### config.mk
export PLATFORM = sky130hd
export DESIGN_NAME = ibex_predecode_buffer
export DESIGN_NICKNAME = d
export VERILOG_FILES = /design/src/rtl/ibex_predecode_buffer.sv
export SDC_FILE = /design/constraint.sdc
export NUM_CORES = 1
export LEC_CHECK = 0
export ABC_AREA = 1
export CELL_PAD_IN_SITES_DETAIL_PLACEMENT = 0
export CELL_PAD_IN_SITES_GLOBAL_PLACEMENT = 2
export CORE_MARGIN = 3
export CORE_UTILIZATION = 33
export DETAILED_ROUTE_END_ITERATION = 10
export PLACE_DENSITY_LB_ADDON = 0.1
export RECOVER_POWER = 100
export SLEW_MARGIN = 20
export SYNTH_ARGS = -nofsm -noshare
export SYNTH_HDL_FRONTEND = slang
export SYNTH_SLANG_ARGS = --single-unit
### constraint.sdc
create_clock -name clk_i -period 4.3 [get_ports clk_i]
set_input_delay 0.86 -clock clk_i [delete_from_list [all_inputs] [get_ports clk_i]]
set_output_delay 0.86 -clock clk_i [all_outputs]
set_load 0.02 [all_outputs]
### src/rtl/ibex_predecode_buffer.sv
// Instruction FIFO that predecodes each fetched word on enqueue and presents
// the stored class flags, register fields and RV32E range flag for the head entry.
module ibex_predecode_buffer #(
  parameter int unsigned Depth = 4,
  parameter bit          RV32E = 1'b0
) (
  input  logic                         clk_i,
  input  logic                         rst_ni,
  input  logic                         in_valid_i,
  output logic                         in_ready_o,
  input  logic [31:0]                  in_instr_i,
  input  logic [31:0]                  in_pc_i,
  input  logic                         in_err_i,
  input  logic                         flush_i,
  output logic                         out_valid_o,
  input  logic                         out_ready_i,
  output logic [31:0]                  out_instr_o,
  output logic [31:0]                  out_pc_o,
  output logic                         out_err_o,
  output logic [4:0]                   out_rd_o,
  output logic [4:0]                   out_rs1_o,
  output logic [4:0]                   out_rs2_o,
  output logic                         out_compressed_o,
  output logic                         out_branch_o,
  output logic                         out_jal_o,
  output logic                         out_jalr_o,
  output logic                         out_load_o,
  output logic                         out_store_o,
  output logic                         out_system_o,
  output logic                         out_reg_oob_o,
  output logic [$clog2(Depth+1)-1:0]   level_o
);

  localparam int unsigned PtrW = $clog2(Depth);
  localparam int unsigned LvlW = $clog2(Depth + 1);

  typedef struct packed {
    logic compressed;
    logic branch;
    logic jal;
    logic jalr;
    logic load;
    logic store;
    logic system;
    logic reg_oob;
  } pd_t;

  // Handshakes: a transfer happens on a cycle where valid && ready are both
  // high at the rising edge; flush_i suppresses both transfers in its cycle.
  logic            push, pop;
  logic [PtrW-1:0] wptr_q, wptr_d, rptr_q, rptr_d;
  logic [LvlW-1:0] level_q, level_d;
  pd_t             pd_in, pd_head;
  logic [6:0]      opcode;
  logic            use_rd, use_rs1, use_rs2;

  logic [31:0] instr_mem [Depth];
  logic [31:0] pc_mem    [Depth];
  logic        err_mem   [Depth];
  pd_t         pd_mem    [Depth];

  function automatic logic [PtrW-1:0] ptr_inc(input logic [PtrW-1:0] p);
    if (p == PtrW'(Depth - 1)) return '0;
    return p + 1'b1;
  endfunction

  assign opcode = in_instr_i[6:0];

  always_comb begin
    pd_in      = '0;
    use_rd     = 1'b0;
    use_rs1    = 1'b0;
    use_rs2    = 1'b0;
    pd_in.compressed = (in_instr_i[1:0] != 2'b11);
    if (!pd_in.compressed) begin
      unique case (opcode)
        7'b1100011: pd_in.branch = 1'b1;
        7'b1101111: pd_in.jal    = 1'b1;
        7'b1100111: pd_in.jalr   = 1'b1;
        7'b0000011: pd_in.load   = 1'b1;
        7'b0100011: pd_in.store  = 1'b1;
        7'b1110011: pd_in.system = 1'b1;
        default: ;
      endcase
      use_rd  = opcode inside {7'b0110011, 7'b0010011, 7'b0000011, 7'b0110111,
                               7'b0010111, 7'b1101111, 7'b1100111};
      use_rs1 = opcode inside {7'b0110011, 7'b0010011, 7'b0000011, 7'b0100011,
                               7'b1100011, 7'b1100111};
      use_rs2 = opcode inside {7'b0110011, 7'b0100011, 7'b1100011};
      // Only x16..x31 have bit 4 set, which RV32E does not implement.
      pd_in.reg_oob = RV32E && ((use_rd  && in_instr_i[11]) ||
                                (use_rs1 && in_instr_i[19]) ||
                                (use_rs2 && in_instr_i[24]));
    end
  end

  assign in_ready_o  = (level_q != LvlW'(Depth));
  assign out_valid_o = (level_q != '0);
  assign push        = in_valid_i && in_ready_o && !flush_i;
  assign pop         = out_valid_o && out_ready_i && !flush_i;

  always_comb begin
    wptr_d  = wptr_q;
    rptr_d  = rptr_q;
    level_d = level_q;
    if (flush_i) begin
      wptr_d  = '0;
      rptr_d  = '0;
      level_d = '0;
    end else begin
      if (push) wptr_d = ptr_inc(wptr_q);
      if (pop)  rptr_d = ptr_inc(rptr_q);
      if (push && !pop)      level_d = level_q + LvlW'(1);
      else if (pop && !push) level_d = level_q - LvlW'(1);
    end
  end

  always_ff @(posedge clk_i or negedge rst_ni) begin
    if (!rst_ni) begin
      wptr_q  <= '0;
      rptr_q  <= '0;
      level_q <= '0;
    end else begin
      wptr_q  <= wptr_d;
      rptr_q  <= rptr_d;
      level_q <= level_d;
    end
  end

  // Payload storage carries no reset; outputs are masked while empty instead.
  always_ff @(posedge clk_i) begin
    if (push) begin
      instr_mem[wptr_q] <= in_instr_i;
      pc_mem[wptr_q]    <= in_pc_i;
      err_mem[wptr_q]   <= in_err_i;
      pd_mem[wptr_q]    <= pd_in;
    end
  end

  assign out_instr_o = out_valid_o ? instr_mem[rptr_q] : '0;
  assign out_pc_o    = out_valid_o ? pc_mem[rptr_q]    : '0;
  assign out_err_o   = out_valid_o ? err_mem[rptr_q]   : 1'b0;
  assign pd_head     = out_valid_o ? pd_mem[rptr_q]    : '0;

  assign out_rd_o         = out_instr_o[11:7];
  assign out_rs1_o        = out_instr_o[19:15];
  assign out_rs2_o        = out_instr_o[24:20];
  assign out_compressed_o = pd_head.compressed;
  assign out_branch_o     = pd_head.branch;
  assign out_jal_o        = pd_head.jal;
  assign out_jalr_o       = pd_head.jalr;
  assign out_load_o       = pd_head.load;
  assign out_store_o      = pd_head.store;
  assign out_system_o     = pd_head.system;
  assign out_reg_oob_o    = pd_head.reg_oob;
  assign level_o          = level_q;

endmodule

==> results of run 1 <==
==> state kept, by name, indices dropped and copies added, names as in the netlist <==
register,count
err_mem,4
pc_mem,128
pd_mem,28
instr_mem,128
level_o,3
wptr_q,2
rptr_q,2
==> stage by stage <==
step	util	std cells
after CTS	0.4266	1566
after global routing	0.4235	1567
after floorplan	-	943
after global placement	0.3974	1510
final	0.4235	1567
after detailed placement	0.3974	1510
==> final timing paths <==
path                            depth (start not counted)                to       start
worst max-delay path                                    5      out_pc_o[18]   rptr_q[0]
worst min-delay path                                    1        level_o[0]  level_o[0]
worst max register to register                          5  instr_mem[0][11]  level_o[0]
worst min register to register                          1        level_o[0]  level_o[0]
max in group asynchronous                               1         rptr_q[0]      rst_ni
min in group asynchronous                               1        level_o[0]      rst_ni
==> logic make-up after synthesis <==
logic type | count (synthesis)
adder cells (fa/ha/maj) | 6
AND/OR/NAND/NOR | 327
AO/OA/AOI/OAI | 224
other | 1
XOR/XNOR | 1
buffers and inverters | 89
flip-flops | 295
==> power breakdown <==
| group | switching (mW) | leakage (nW) | internal (mW) | total (mW) |
|---|---|---|---|---|
| clock | 1.07 | 0.504 | 1.59 | 2.66 |
| combinational | 2.67 | 1.89 | 1.49 | 4.16 |
| sequential | 0.0545 | 2.70 | 3.35 | 3.40 |
==> per-layer routing <==
layer / wire length (um) / share of wire / track usage / up-vias
met4: 654 / 0.022 / 0.03961 / 6
met3: 1142 / 0.039 / 0.03019 / 54
met5: 34 / 0.0012 / 0 / -
met1: 13050 / 0.45 / 0.1971 / 3610
li1: - / - / - / 3605
met2: 14330 / 0.49 / 0.2623 / 136
==> cells in the mapped netlist, drive strengths merged <==
cell type and number:
a21boi 1, a21oi 73, a31o 1, buf 54, clkbuf 15, conb 1
dfrtp 7, edfxtp 288, fa 1, ha 5, inv 20, nand2 17
nand3 6, nand4 1, nor2 298, nor4 4, o21ai 149, or2 1
xnor2 1
==> worst reg2reg max path: stages (launching register included) <==
cell and delay [ps]:
dfrtp_1 410, nor2_2 90, nand2_2 70, nand3_1 220, nor2_1 850, clkbuf_2 1030
==> final cells by class <==
type,count,share of cell area
clock buffers,40,0.06056
flip-flops and latches,295,0.5976
multi-input cells,559,0.1687
well taps,455,0.03854
diodes,1,0.0001694
repair buffers,181,0.1207
inverters,20,0.005251
clock inverters,16,0.008470
==> impl_metrics.csv, run 1 <==
group,metric,value,unit
layout,synthToLayoutAreaGrowth,25.26,%
grt,grt_pass1_vias,7643,
outcome,violations,"capacitance limit, slew limit",
synth,synth_xor_area_frac,0.0007426,
routing,drc,0,
timing,worstMarginPinSlew,2027,ps
clock_tree,numCtsBuffers,34,
clock_tree,cts_sinks,295,
synth,yosysTopAreaCell,"edfxtp_1",
power,power_density,692.3,mW/mm^2
layout,layout.area.seq,0.008828,sq mm
synth,synth_fa_ha_area_frac,0.007002,
setup_path,cp-end-kind,"output port",
synth,synth_top_family_by_area,"simple AND/OR/NAND/NOR gates",
synth,ys_seq_elements,295,
grt,grt_use_total,0.1520,
synth,synth_compound_area_frac,0.09559,
layout,fillers,3306,
setup_path,cp_top_family,"buffers and inverters",
synth,seq_area_frac_synth,0.7481,
timing,relSlewSlack,-0.3511,
setup_path,required,3440,ps
setup_path,worst-r2r-setup-slack,1220,ps
synth,synthTopCellsByArea,"edfxtp_1 73%, nor2_1 9.5%, o21ai_0 4.8%",
setup_path,path_buf_inv,3,
synth,yosysTopAreaCellShare,0.7333,
synth,muxShareOfSynthArea,0,
placed_design,place_area,0.01386,sq mm
synth,yosysUniqueCellTypes,28,
min_path,hp-class,"flop to flop",
layout,final_cell_mix,"296 x nor2_1, 288 x edfxtp_1, 154 x dlygate4sd3_1",
grt,gr-total-overflow,0,
layout,drive_above_1_share,0.06571,
die,start_util,0.3381,
setup_path,crit_type,"flop to output port",
die,die_y,195.0,um
setup_path,critPathLaunchType,"flop",
timing,setup_slack,393.2,ps
timing,setup_viol,0,
die,core-area,0.03488,sq mm
setup_path,worst-path-max-fanout,44,
routing,vias,7411,
clock_tree,htree_levels,2,
setup_path,cp.arrival,3050,ps
clock_tree,path_clk_slew,60,ps
power,leakage,5.096,nW
clock_tree,cts-root-buf,"clkbuf_16",
timing,whs,538.5,ps
routing,dr.pass1.iters,6,
placed_design,post-place-ws,1064,ps
clock_tree,postCtsSetupRepairBufs,0,
timing,rsz0062_at_grt,"no",
grt,grt_pass1_wl,44990,um
power,ir_drop,0.3892,mV
routing,ant_nets,0,
grt,grt_max_degree,147,
outcome,status,"finished with violations",
timing,fin_tns_setup,0,ps
timing,period_minus_slack,3907,ps
routing,drt_wl_total,29210,um
die,dieArea,0.03804,sq mm
clock_tree,clockBufferDepth,3,
die,fp-row-count,68,
clock_tree,insertion_delay,510,ps
clock_tree,cts_hold_buf,0,
layout,final_area,0.01477,sq mm
clock_tree,tritoncts,"yes",
routing,post_drt_via_cell_ratio,4.729,
setup_path,cp_slowest_cell,"dlygate4sd3_1",
layout,layout_commonest_cell,"nor2_1",
routing,drt_iter0_markers,400,
layout,multi_input_area,0.002492,sq mm
setup_path,path_cells,"inv_4 > clkbuf_2 > o21ai_0 > a21oi_1 > dlygate4sd3_1",
timing,skew,18.01,ps
placed_design,gp_congestion,0.6679,
synth,syn_area,0.01179,sq mm
synth,yosysWarnings,0,
timing,hold_violations,0,
synth,syn_area_per_cell,12.51,sq um
placed_design,hpwl,16360,um
clock_tree,cts_resized,0,
synth,syn_nets,1019,
timing,slew_viol_final,57,
synth,netlist_instances,943,
die,pin_count,163,
run,cap_violations,2,
layout,fin_nets,1167,
synth,synth-simple-area-share,0.1079,
setup_path,cpPeakStageDelay,730,ps
timing,fmax,256.0,MHz
grt,antenna_found_initial,5,
routing,wl_per_cell,18.64,um
power,power,10.23,mW
placed_design,port_buffers,161,
die,die_x,195.0,um
timing,finalCritPeriodShare,0.9086,
Power figures use the tool's default switching activity.
==> run 2: changes to the inputs <==
TNS_END_PERCENT = 1   (was unset)
==> results of run 2 <==
Final layout, timing and power as in run 1 (identical DEF).
